`src/rtl/tinymips_ctrl_pkg.sv`:
```
// Shared encodings for the TinyMIPS multicycle controller: opcodes, state codes,
// datapath select encodings and the bundled control-output record.
package tinymips_ctrl_pkg;

  localparam logic [5:0] OP_LB    = 6'b100000;
  localparam logic [5:0] OP_SB    = 6'b101000;
  localparam logic [5:0] OP_RTYPE = 6'b000000;
  localparam logic [5:0] OP_BEQ   = 6'b000100;
  localparam logic [5:0] OP_J     = 6'b000010;
  localparam logic [5:0] OP_ADDI  = 6'b001000;

  // FETCH1..FETCH4 occupy 0..3 so state[1:0] doubles as the IR byte index.
  localparam logic [3:0] StFetch1  = 4'd0;
  localparam logic [3:0] StFetch2  = 4'd1;
  localparam logic [3:0] StFetch3  = 4'd2;
  localparam logic [3:0] StFetch4  = 4'd3;
  localparam logic [3:0] StDecode  = 4'd4;
  localparam logic [3:0] StMemAdr  = 4'd5;
  localparam logic [3:0] StLbRd    = 4'd6;
  localparam logic [3:0] StLbWr    = 4'd7;
  localparam logic [3:0] StSbWr    = 4'd8;
  localparam logic [3:0] StRtypeEx = 4'd9;
  localparam logic [3:0] StRtypeWr = 4'd10;
  localparam logic [3:0] StBeqEx   = 4'd11;
  localparam logic [3:0] StJEx     = 4'd12;
  localparam logic [3:0] StAddiEx  = 4'd13;
  localparam logic [3:0] StAddiWr  = 4'd14;
  localparam logic [3:0] StTrap    = 4'd15;

  localparam logic [1:0] ALUOP_ADD   = 2'b00;
  localparam logic [1:0] ALUOP_SUB   = 2'b01;
  localparam logic [1:0] ALUOP_FUNCT = 2'b10;

  localparam logic [1:0] SRCB_REGB  = 2'b00;
  localparam logic [1:0] SRCB_ONE   = 2'b01;
  localparam logic [1:0] SRCB_IMM   = 2'b10;
  localparam logic [1:0] SRCB_BRIMM = 2'b11;

  localparam logic [1:0] PCSRC_ALU    = 2'b00;
  localparam logic [1:0] PCSRC_ALUOUT = 2'b01;
  localparam logic [1:0] PCSRC_JUMP   = 2'b10;

  typedef struct packed {
    logic       memread;
    logic       memwrite;
    logic       iord;
    logic [3:0] irwrite;
    logic       mdr_en;
    logic       pcen;
    logic [1:0] pcsource;
    logic       alusrca;
    logic [1:0] alusrcb;
    logic [1:0] aluop;
    logic       regwrite;
    logic       regdst;
    logic       memtoreg;
    logic       instr_done;
    logic       trap;
  } ctrl_t;

  function automatic logic [3:0] decode_next(input logic [5:0] op);
    logic [3:0] nxt;
    unique case (op)
      OP_LB, OP_SB: nxt = StMemAdr;
      OP_RTYPE:     nxt = StRtypeEx;
      OP_BEQ:       nxt = StBeqEx;
      OP_J:         nxt = StJEx;
      OP_ADDI:      nxt = StAddiEx;
      default:      nxt = StTrap;
    endcase
    return nxt;
  endfunction

endpackage

```
`src/rtl/mc_ctrl_outdec.sv`:
```
// Moore output decoder for the multicycle controller; memory strobes are
// qualified by rdy and the branch PC enable by the ALU zero flag.
module mc_ctrl_outdec
  import tinymips_ctrl_pkg::*;
(
  input  logic [3:0] state,
  input  logic       rdy,
  input  logic       zero,
  output ctrl_t      ctrl
);

  always_comb begin
    ctrl = '0;
    case (state)
      StFetch1, StFetch2, StFetch3, StFetch4: begin
        ctrl.memread  = 1'b1;
        ctrl.alusrcb  = SRCB_ONE;
        ctrl.aluop    = ALUOP_ADD;
        ctrl.pcsource = PCSRC_ALU;
        if (rdy) begin
          ctrl.irwrite = 4'b0001 << state[1:0];
          ctrl.pcen    = 1'b1;
        end
      end
      StDecode: begin
        ctrl.alusrcb = SRCB_BRIMM;
      end
      StMemAdr: begin
        ctrl.alusrca = 1'b1;
        ctrl.alusrcb = SRCB_IMM;
      end
      StLbRd: begin
        ctrl.memread = 1'b1;
        ctrl.iord    = 1'b1;
        ctrl.mdr_en  = rdy;
      end
      StLbWr: begin
        ctrl.regwrite   = 1'b1;
        ctrl.memtoreg   = 1'b1;
        ctrl.instr_done = 1'b1;
      end
      StSbWr: begin
        ctrl.memwrite   = 1'b1;
        ctrl.iord       = 1'b1;
        ctrl.instr_done = rdy;
      end
      StRtypeEx: begin
        ctrl.alusrca = 1'b1;
        ctrl.aluop   = ALUOP_FUNCT;
      end
      StRtypeWr: begin
        ctrl.regdst     = 1'b1;
        ctrl.regwrite   = 1'b1;
        ctrl.instr_done = 1'b1;
      end
      StBeqEx: begin
        ctrl.alusrca    = 1'b1;
        ctrl.aluop      = ALUOP_SUB;
        ctrl.pcsource   = PCSRC_ALUOUT;
        ctrl.pcen       = zero;
        ctrl.instr_done = 1'b1;
      end
      StJEx: begin
        ctrl.pcsource   = PCSRC_JUMP;
        ctrl.pcen       = 1'b1;
        ctrl.instr_done = 1'b1;
      end
      StAddiEx: begin
        ctrl.alusrca = 1'b1;
        ctrl.alusrcb = SRCB_IMM;
      end
      StAddiWr: begin
        ctrl.regwrite   = 1'b1;
        ctrl.instr_done = 1'b1;
      end
      StTrap: begin
        ctrl.trap = 1'b1;
      end
      default: ctrl = '0;
    endcase
  end

endmodule

```
`src/rtl/mc_control_fsm.sv`:
```
// TinyMIPS multicycle control sequencer: state register and next-state logic,
// with output decode delegated to mc_ctrl_outdec.
module mc_control_fsm
  import tinymips_ctrl_pkg::*;
#(
  parameter bit MEM_HS = 1'b1
) (
  input  logic       clk,
  input  logic       rst,
  input  logic [5:0] op,
  input  logic       zero,
  input  logic       mem_rdy,
  output logic       memread,
  output logic       memwrite,
  output logic       iord,
  output logic [3:0] irwrite,
  output logic       mdr_en,
  output logic       pcen,
  output logic [1:0] pcsource,
  output logic       alusrca,
  output logic [1:0] alusrcb,
  output logic [1:0] aluop,
  output logic       regwrite,
  output logic       regdst,
  output logic       memtoreg,
  output logic       instr_done,
  output logic       trap
);

  logic [3:0] state_q, state_d;
  logic       rdy;
  ctrl_t      ctrl;

  // Without the handshake every access completes in a single cycle.
  assign rdy = MEM_HS ? mem_rdy : 1'b1;

  always_ff @(posedge clk or negedge rst) begin
    if (!rst) begin
      state_q <= StFetch1;
    end else begin
      state_q <= state_d;
    end
  end

  always_comb begin
    state_d = state_q;
    case (state_q)
      StFetch1:  if (rdy) state_d = StFetch2;
      StFetch2:  if (rdy) state_d = StFetch3;
      StFetch3:  if (rdy) state_d = StFetch4;
      StFetch4:  if (rdy) state_d = StDecode;
      StDecode:  state_d = decode_next(op);
      StMemAdr:  state_d = (op == OP_SB) ? StSbWr : StLbRd;
      StLbRd:    if (rdy) state_d = StLbWr;
      StLbWr:    state_d = StFetch1;
      StSbWr:    if (rdy) state_d = StFetch1;
      StRtypeEx: state_d = StRtypeWr;
      StRtypeWr: state_d = StFetch1;
      StBeqEx:   state_d = StFetch1;
      StJEx:     state_d = StFetch1;
      StAddiEx:  state_d = StAddiWr;
      StAddiWr:  state_d = StFetch1;
      StTrap:    state_d = StTrap;
      default:   state_d = StFetch1;
    endcase
  end

  mc_ctrl_outdec u_outdec (
    .state (state_q),
    .rdy   (rdy),
    .zero  (zero),
    .ctrl  (ctrl)
  );

  assign memread    = ctrl.memread;
  assign memwrite   = ctrl.memwrite;
  assign iord       = ctrl.iord;
  assign irwrite    = ctrl.irwrite;
  assign mdr_en     = ctrl.mdr_en;
  assign pcen       = ctrl.pcen;
  assign pcsource   = ctrl.pcsource;
  assign alusrca    = ctrl.alusrca;
  assign alusrcb    = ctrl.alusrcb;
  assign aluop      = ctrl.aluop;
  assign regwrite   = ctrl.regwrite;
  assign regdst     = ctrl.regdst;
  assign memtoreg   = ctrl.memtoreg;
  assign instr_done = ctrl.instr_done;
  assign trap       = ctrl.trap;

endmodule

```
`config.mk`:
```
export PLATFORM = sky130hd
export DESIGN_NAME = mc_control_fsm
export DESIGN_NICKNAME = d
export VERILOG_FILES = /design/src/rtl/tinymips_ctrl_pkg.sv /design/src/rtl/mc_ctrl_outdec.sv /design/src/rtl/mc_control_fsm.sv
export SDC_FILE = /design/constraint.sdc
export NUM_CORES = 1
export LEC_CHECK = 0
export CAP_MARGIN = 10
export CORE_ASPECT_RATIO = 1.25
export CORE_MARGIN = 1
export CORE_UTILIZATION = 35
export DETAILED_ROUTE_END_ITERATION = 8
export GPL_TIMING_DRIVEN = 0
export PLACE_DENSITY = 0.73
export SETUP_SLACK_MARGIN = 0.3
export SKIP_CTS_REPAIR_TIMING = 1
export SYNTH_ARGS = -nofsm -noshare
export SYNTH_HDL_FRONTEND = slang
export SYNTH_SLANG_ARGS = --single-unit
```
`constraint.sdc`:
```
create_clock -name clk -period 1.6 [get_ports clk]
set_input_delay 0.16 -clock clk [delete_from_list [all_inputs] [get_ports clk]]
set_output_delay 0.16 -clock clk [all_outputs]
set_load 0.005 [all_outputs]
```
==> results.sh, run 1 <==
export IMPL_cp_slowest_cell="or3b_4"
export IMPL_grt_pass1_vias=583
export IMPL_grt_pass1_wl_um=2490
export IMPL_dp_cells=133
export IMPL_cts_path_max_buffers=2
export IMPL_synth_area_leaders="dfrtp_1 17%, nor2_1 12%, nand2_1 5.1%"
export IMPL_yosys_warnings=0
export IMPL_violations="setup timing"
export IMPL_core_um2=1560
export IMPL_clk_latency_ns=0.25
export IMPL_die_y_um=47.8
export IMPL_cts_tree="yes"
export IMPL_vdd_ir_drop_worst_mv=1.17
export IMPL_regArea_um2=101
export IMPL_grt_max_degree=11
export IMPL_dp_hpwl_um=1280
export IMPL_n_antenna_cell=0
export IMPL_drive_above_1_share_pct=61.7
export IMPL_critPathKind="reg -> out"
export IMPL_fin_nets=153
export IMPL_vias=892
export IMPL_wl_per_cell_um=17.2
export IMPL_place_congestion=0.792
export IMPL_root_buffer="clkbuf_4"
export IMPL_syn_inst=86
export IMPL_fin_skew_ns=0.00593
export IMPL_biggestRegsByFlops="state_q x4"
export IMPL_top_register="state_q"
export IMPL_maxCapViolCount=0
export IMPL_avgViaCountPerCell=5.61
export IMPL_syn_to_final_growth_pct=117
export IMPL_required_ns=1.44
export IMPL_hold_path_class="in -> async"
export IMPL_h_tree_depth=1
export IMPL_ys_types=35
export IMPL_min_period_over_period_pct=104
export IMPL_wl_um=2730
export IMPL_largest_reg_flops=4
export IMPL_syn_area_um2=587
export IMPL_die_width_um=38.6
export IMPL_cp_start_kind="flop"
export IMPL_final_common_cell="buf_6"
export IMPL_power_mw=2.23
export IMPL_crit_chain="buf_6 > or3b_4 > buf_6 > nor2_4 > buf_2"
export IMPL_path_clk_slew_ns=0.04
export IMPL_tightest_slew_ns=0.306
export IMPL_numCtsBuffers=3
export IMPL_ys_seq_area_share_pct=17.1
export IMPL_drtPass1Iterations=4
export IMPL_overflow=0
export IMPL_worst_slack_ns=-0.0598
export IMPL_status="finished, violations left"
export IMPL_finalSetupTns_ns=-0.156
export IMPL_path_max_fanout=5
export IMPL_crit_top_cell="buf_6"
export IMPL_yosysTopAreaCell="dfrtp_1"
export IMPL_end_kind="output port"
export IMPL_fmax_mhz=602
export IMPL_synth_top_area_share_pct=17.1
export IMPL_syn_avg_cell_area_um2=6.82
export IMPL_drc=0
export IMPL_hold_ws_ns=0.105
export IMPL_antenna_found_initial=0
export IMPL_port_buffers=29
export IMPL_power_leakage_nw=0.588
export IMPL_ys_seq_elements=4
export IMPL_arrival_ns=1.50
export IMPL_io_pins=31
export IMPL_rsz0062_at_grt="yes"
export IMPL_placementRows=16
export IMPL_cp_slowest_stage_delay_ns=0.43
export IMPL_setup_violations=3
export IMPL_mostFrequentLayoutCells="20 x buf_6, 15 x buf_2, 10 x nor2_1"
export IMPL_dieArea_um2=1850
export IMPL_initial_core_util_pct=37.6
export IMPL_n_fill_cell=101
export IMPL_powerDensity_nw_per_um2=1750
export IMPL_startpoint="state_q[3]$_DFFE_PN0P_"
export IMPL_slew_viol_final=0
export IMPL_fin_crit_ns=1.66
export IMPL_r2r_start="state_q[0]$_DFFE_PN0P_"
export IMPL_multiInputGateArea_um2=596
export IMPL_cts_sinks=4
export IMPL_final_cells=159
export IMPL_synth_nets=96
export IMPL_rrSetupSlack_ns=0.08
export IMPL_ant_nets=0
export IMPL_grtUsageTotal_pct=19.6
export IMPL_relSlewSlack_pct=79.6
export IMPL_drtIter0Drc=25
export IMPL_finalHoldViolations=0
==> routing by layer <==
layer / GRT usage [%] / wire, um / vias to the layer above
met3: 5.58 / 131 / 4
li1: - / - / 418
met2: 30.3 / 1430 / 31
met4: 7.59 / 43 / 0
met5: 0 / 0 / -
met1: 25.7 / 1120 / 439
==> path summary, 6_finish.rpt <==
check | end | cells past startpoint
worst max-delay path | irwrite[0] | 5
worst min-delay path | state_q[0]$_DFFE_PN0P_ | 1
worst max register to register | state_q[1]$_DFFE_PN0P_ | 6
worst min register to register | state_q[1]$_DFFE_PN0P_ | 3
max in group asynchronous | state_q[1]$_DFFE_PN0P_ | 1
min in group clk | state_q[0]$_DFFE_PN0P_ | 4
==> synthesized netlist by cell type (all sizes together) <==
library cell,n
a41oi,2
a21oi,4
and2b,1
buf,8
or2,1
a211oi,1
nor4,1
o211a,1
o22ai,2
a22o,1
or3,1
nor3,2
nor2,19
a31oi,2
dfrtp,4
inv,4
nor2b,3
a21o,1
o21bai,1
a311oi,1
maj3,1
xnor2,1
or3b,1
o211ai,2
a2bb2oi,1
a211o,2
nand2,8
and3,1
nand2b,3
o21ai,5
nand3b,1
==> cell type report <==
| cell class | count | share of cell area, % |
|---|---|---|
| plain buffers | 8 | 7.08 |
| flip-flops and latches | 4 | 7.96 |
| repair buffers | 52 | 33.0 |
| inverters | 4 | 1.57 |
| well taps | 18 | 1.77 |
| multi-input cells | 70 | 46.8 |
| clock buffers | 3 | 1.77 |
==> power by group <==
| part | switching (mW) | internal (mW) | total (mW) |
|---|---|---|---|
| sequential | 0.0450 | 0.146 | 0.191 |
| combinational | 0.895 | 1.01 | 1.90 |
| clock | 0.0519 | 0.0846 | 0.136 |
| total | 0.992 | 1.24 | 2.23 |
==> critical path: cells and delay by family, from the launching register on <==
| kind | cells | cell delay [ns] |
|---|---|---|
| AND/OR/NAND/NOR | 2 | 0.49 |
| flip-flops | 1 | 0.37 |
| buffers and inverters | 3 | 0.40 |
==> kinds of logic (layout without fill, tap and decap cells) <==
kind of cell	after synthesis	count (layout)	synth area share, %
buf+inv	12	67	11.9
fa+ha+maj	1	1	1.71
flops	4	4	17.1
xor+xnor	1	1	2.77
simple gates	42	42	35.0
compound gates	26	26	31.6
==> through the flow <==
step           utilization (%)  cell area [um^2]  setup WS (ns)
2_1_floorplan                -               587          0.332
3_3_place_gp              57.6               900         -0.119
3_5_place_dp              57.6               900         -0.127
4_1_cts                   59.1               922         -0.394
5_1_grt                   81.5              1270        -0.0960
6_report                  81.5              1270        -0.0598
Note: power is estimated with default switching activity, not from simulation.
==> run 2: changes to the inputs <==
REMOVE_ABC_BUFFERS = 1   (was unset)
clock period = 1.8 ns   (was 1.6 ns; I/O delays follow)
==> results.sh, run 2 (synthesis gave the netlist of run 1 again) <==
export IMPL_tightest_slew_ns=0.347
export IMPL_grtUsageTotal_pct=17.6
export IMPL_ant_nets=0
export IMPL_cts_path_max_buffers=2
export IMPL_reg2regPathDepth=6
export IMPL_grt_pass1_wl_um=2290
export IMPL_powerDensity_nw_per_um2=1370
export IMPL_initial_core_util_pct=37.6
export IMPL_relSlewSlack_pct=76.7
export IMPL_r2r_end="state_q[0]$_DFFE_PN0P_"
export IMPL_power_switching_share_pct=42.7
export IMPL_cts_tree="yes"
export IMPL_rrSetupSlack_ns=0.20
export IMPL_placementRows=16
export IMPL_setup_violations=0
export IMPL_pre_cts_ws_ns=-0.286
export IMPL_power_leakage_nw=0.681
export IMPL_final_common_cell="nor2_1"
export IMPL_n_antenna_cell=0
export IMPL_vias=860
export IMPL_drtPass1Iterations=5
export IMPL_required_ns=1.62
export IMPL_grt_pass1_vias=541
export IMPL_largest_reg_flops=4
export IMPL_antenna_found_initial=0
export IMPL_top_register="state_q"
export IMPL_biggestRegsByFlops="state_q x4"
export IMPL_drc=0
export IMPL_maxCapViolCount=0
export IMPL_fin_nets=150
export IMPL_drive_above_1_share_pct=47.8
export IMPL_critPathKind="reg -> out"
export IMPL_grt_max_degree=22
export IMPL_path_max_fanout=5
export IMPL_vdd_ir_drop_worst_mv=0.629
export IMPL_die_width_um=38.6
export IMPL_clk_latency_ns=0.24
export IMPL_syn_to_final_growth_pct=100
export IMPL_h_tree_depth=1
export IMPL_drtIter0Drc=27
export IMPL_fmax_mhz=573
export IMPL_root_buffer="clkbuf_4"
export IMPL_status="finished clean"
export IMPL_startpoint="state_q[3]$_DFFE_PN0P_"
export IMPL_place_congestion=0.857
export IMPL_min_period_over_period_pct=96.9
export IMPL_io_pins=31
export IMPL_n_fill_cell=124
export IMPL_cts_sinks=4
export IMPL_p_int_mw=0.923
export IMPL_p_comb_share_pct=77.9
export IMPL_dp_hpwl_um=1090
export IMPL_arrival_ns=1.56
export IMPL_p_clk_share_pct=6.9
export IMPL_numCtsBuffers=3
export IMPL_cp_start_kind="flop"
export IMPL_r2r_start="state_q[0]$_DFFE_PN0P_"
export IMPL_port_buffers=30
export IMPL_die_y_um=47.8
export IMPL_mostFrequentLayoutCells="15 x nor2_1, 14 x buf_4, 11 x buf_6"
export IMPL_dieArea_um2=1850
export IMPL_avgViaCountPerCell=5.51
export IMPL_power_mw=1.61
export IMPL_end_kind="output port"
export IMPL_rsz0062_at_grt="yes"
export IMPL_switchingPower_mw=0.687
export IMPL_path_clk_slew_ns=0.04
export IMPL_worst_slack_ns=0.0555
export IMPL_slew_viol_final=0
export IMPL_core_um2=1560
export IMPL_overflow=0
export IMPL_wl_per_cell_um=14.5
export IMPL_fin_skew_ns=0.00660
export IMPL_wl_um=2260
export IMPL_finalHoldViolations=0
export IMPL_seq_power_share_pct=15.2
export IMPL_fin_crit_ns=1.74
export IMPL_hold_ws_ns=0.139
export IMPL_hold_path_class="in -> async"
## run 2: cell count changes in the layout (fill, tap and decap cells not counted), sizes merged
cell	change
buf	-12
dlymetal6s2s	+9
## run 2: worst max-delay path by stage
stage | end | cells after the start
global route | irwrite[3] | 5
CTS | instr_done | 4
detailed placement | irwrite[1] | 4
global placement | irwrite[1] | 4
finish | irwrite[3] | 5
floorplan | state_q[0]$_DFFE_PN0P_ | 4
## run 2: metrics by stage
step / instances / cell area [um^2] / setup TNS, ns / utilization, %
after detailed placement: 126 / 855 / -2.20 / 54.7
final: 156 / 1170 / 0 / 75.2
after global placement: 126 / 855 / -2.19 / 54.7
after floorplan: 78 / 532 / 0 / -
after global routing: 156 / 1170 / 0 / 75.2
after CTS: 129 / 877 / -6.16 / 56.2
## run 2: cell type report
class                   count  area [um^2]  share of cell area (%)
clock buffers               3         22.5                    1.92
inverters                   4         15.0                    1.28
flip-flops and latches      4          108                    9.16
well taps                  18         22.5                    1.92
multi-input cells          70          493                    42.0
repair buffers             57          514                    43.8
## run 2: power groups by stage
stage          clock network [mW]  logic (mW)  registers (mW)
2_1_floorplan                   0       0.404           0.241
3_3_place_gp                    0       0.681           0.287
3_5_place_dp                    0       0.682           0.287
4_1_cts                     0.114       0.687           0.286
5_1_grt                     0.121        1.36           0.247
6_report                    0.111        1.26           0.245
## run 2: worst max-delay path: stages (launching register included)
cell,delay [ns]
dfrtp_2,0.46
buf_6,0.14
or3b_4,0.41
buf_6,0.14
nor2_4,0.06
buf_2,0.11
## run 2: metal layers
layer	part of all wire [%]	global-route usage (%)	vias to the layer above
li1	-	-	409
met1	39	23.2	403
met2	53	28.0	40
met3	4.1	3.26	8
met4	3.2	7.59	0
met5	0	0	-
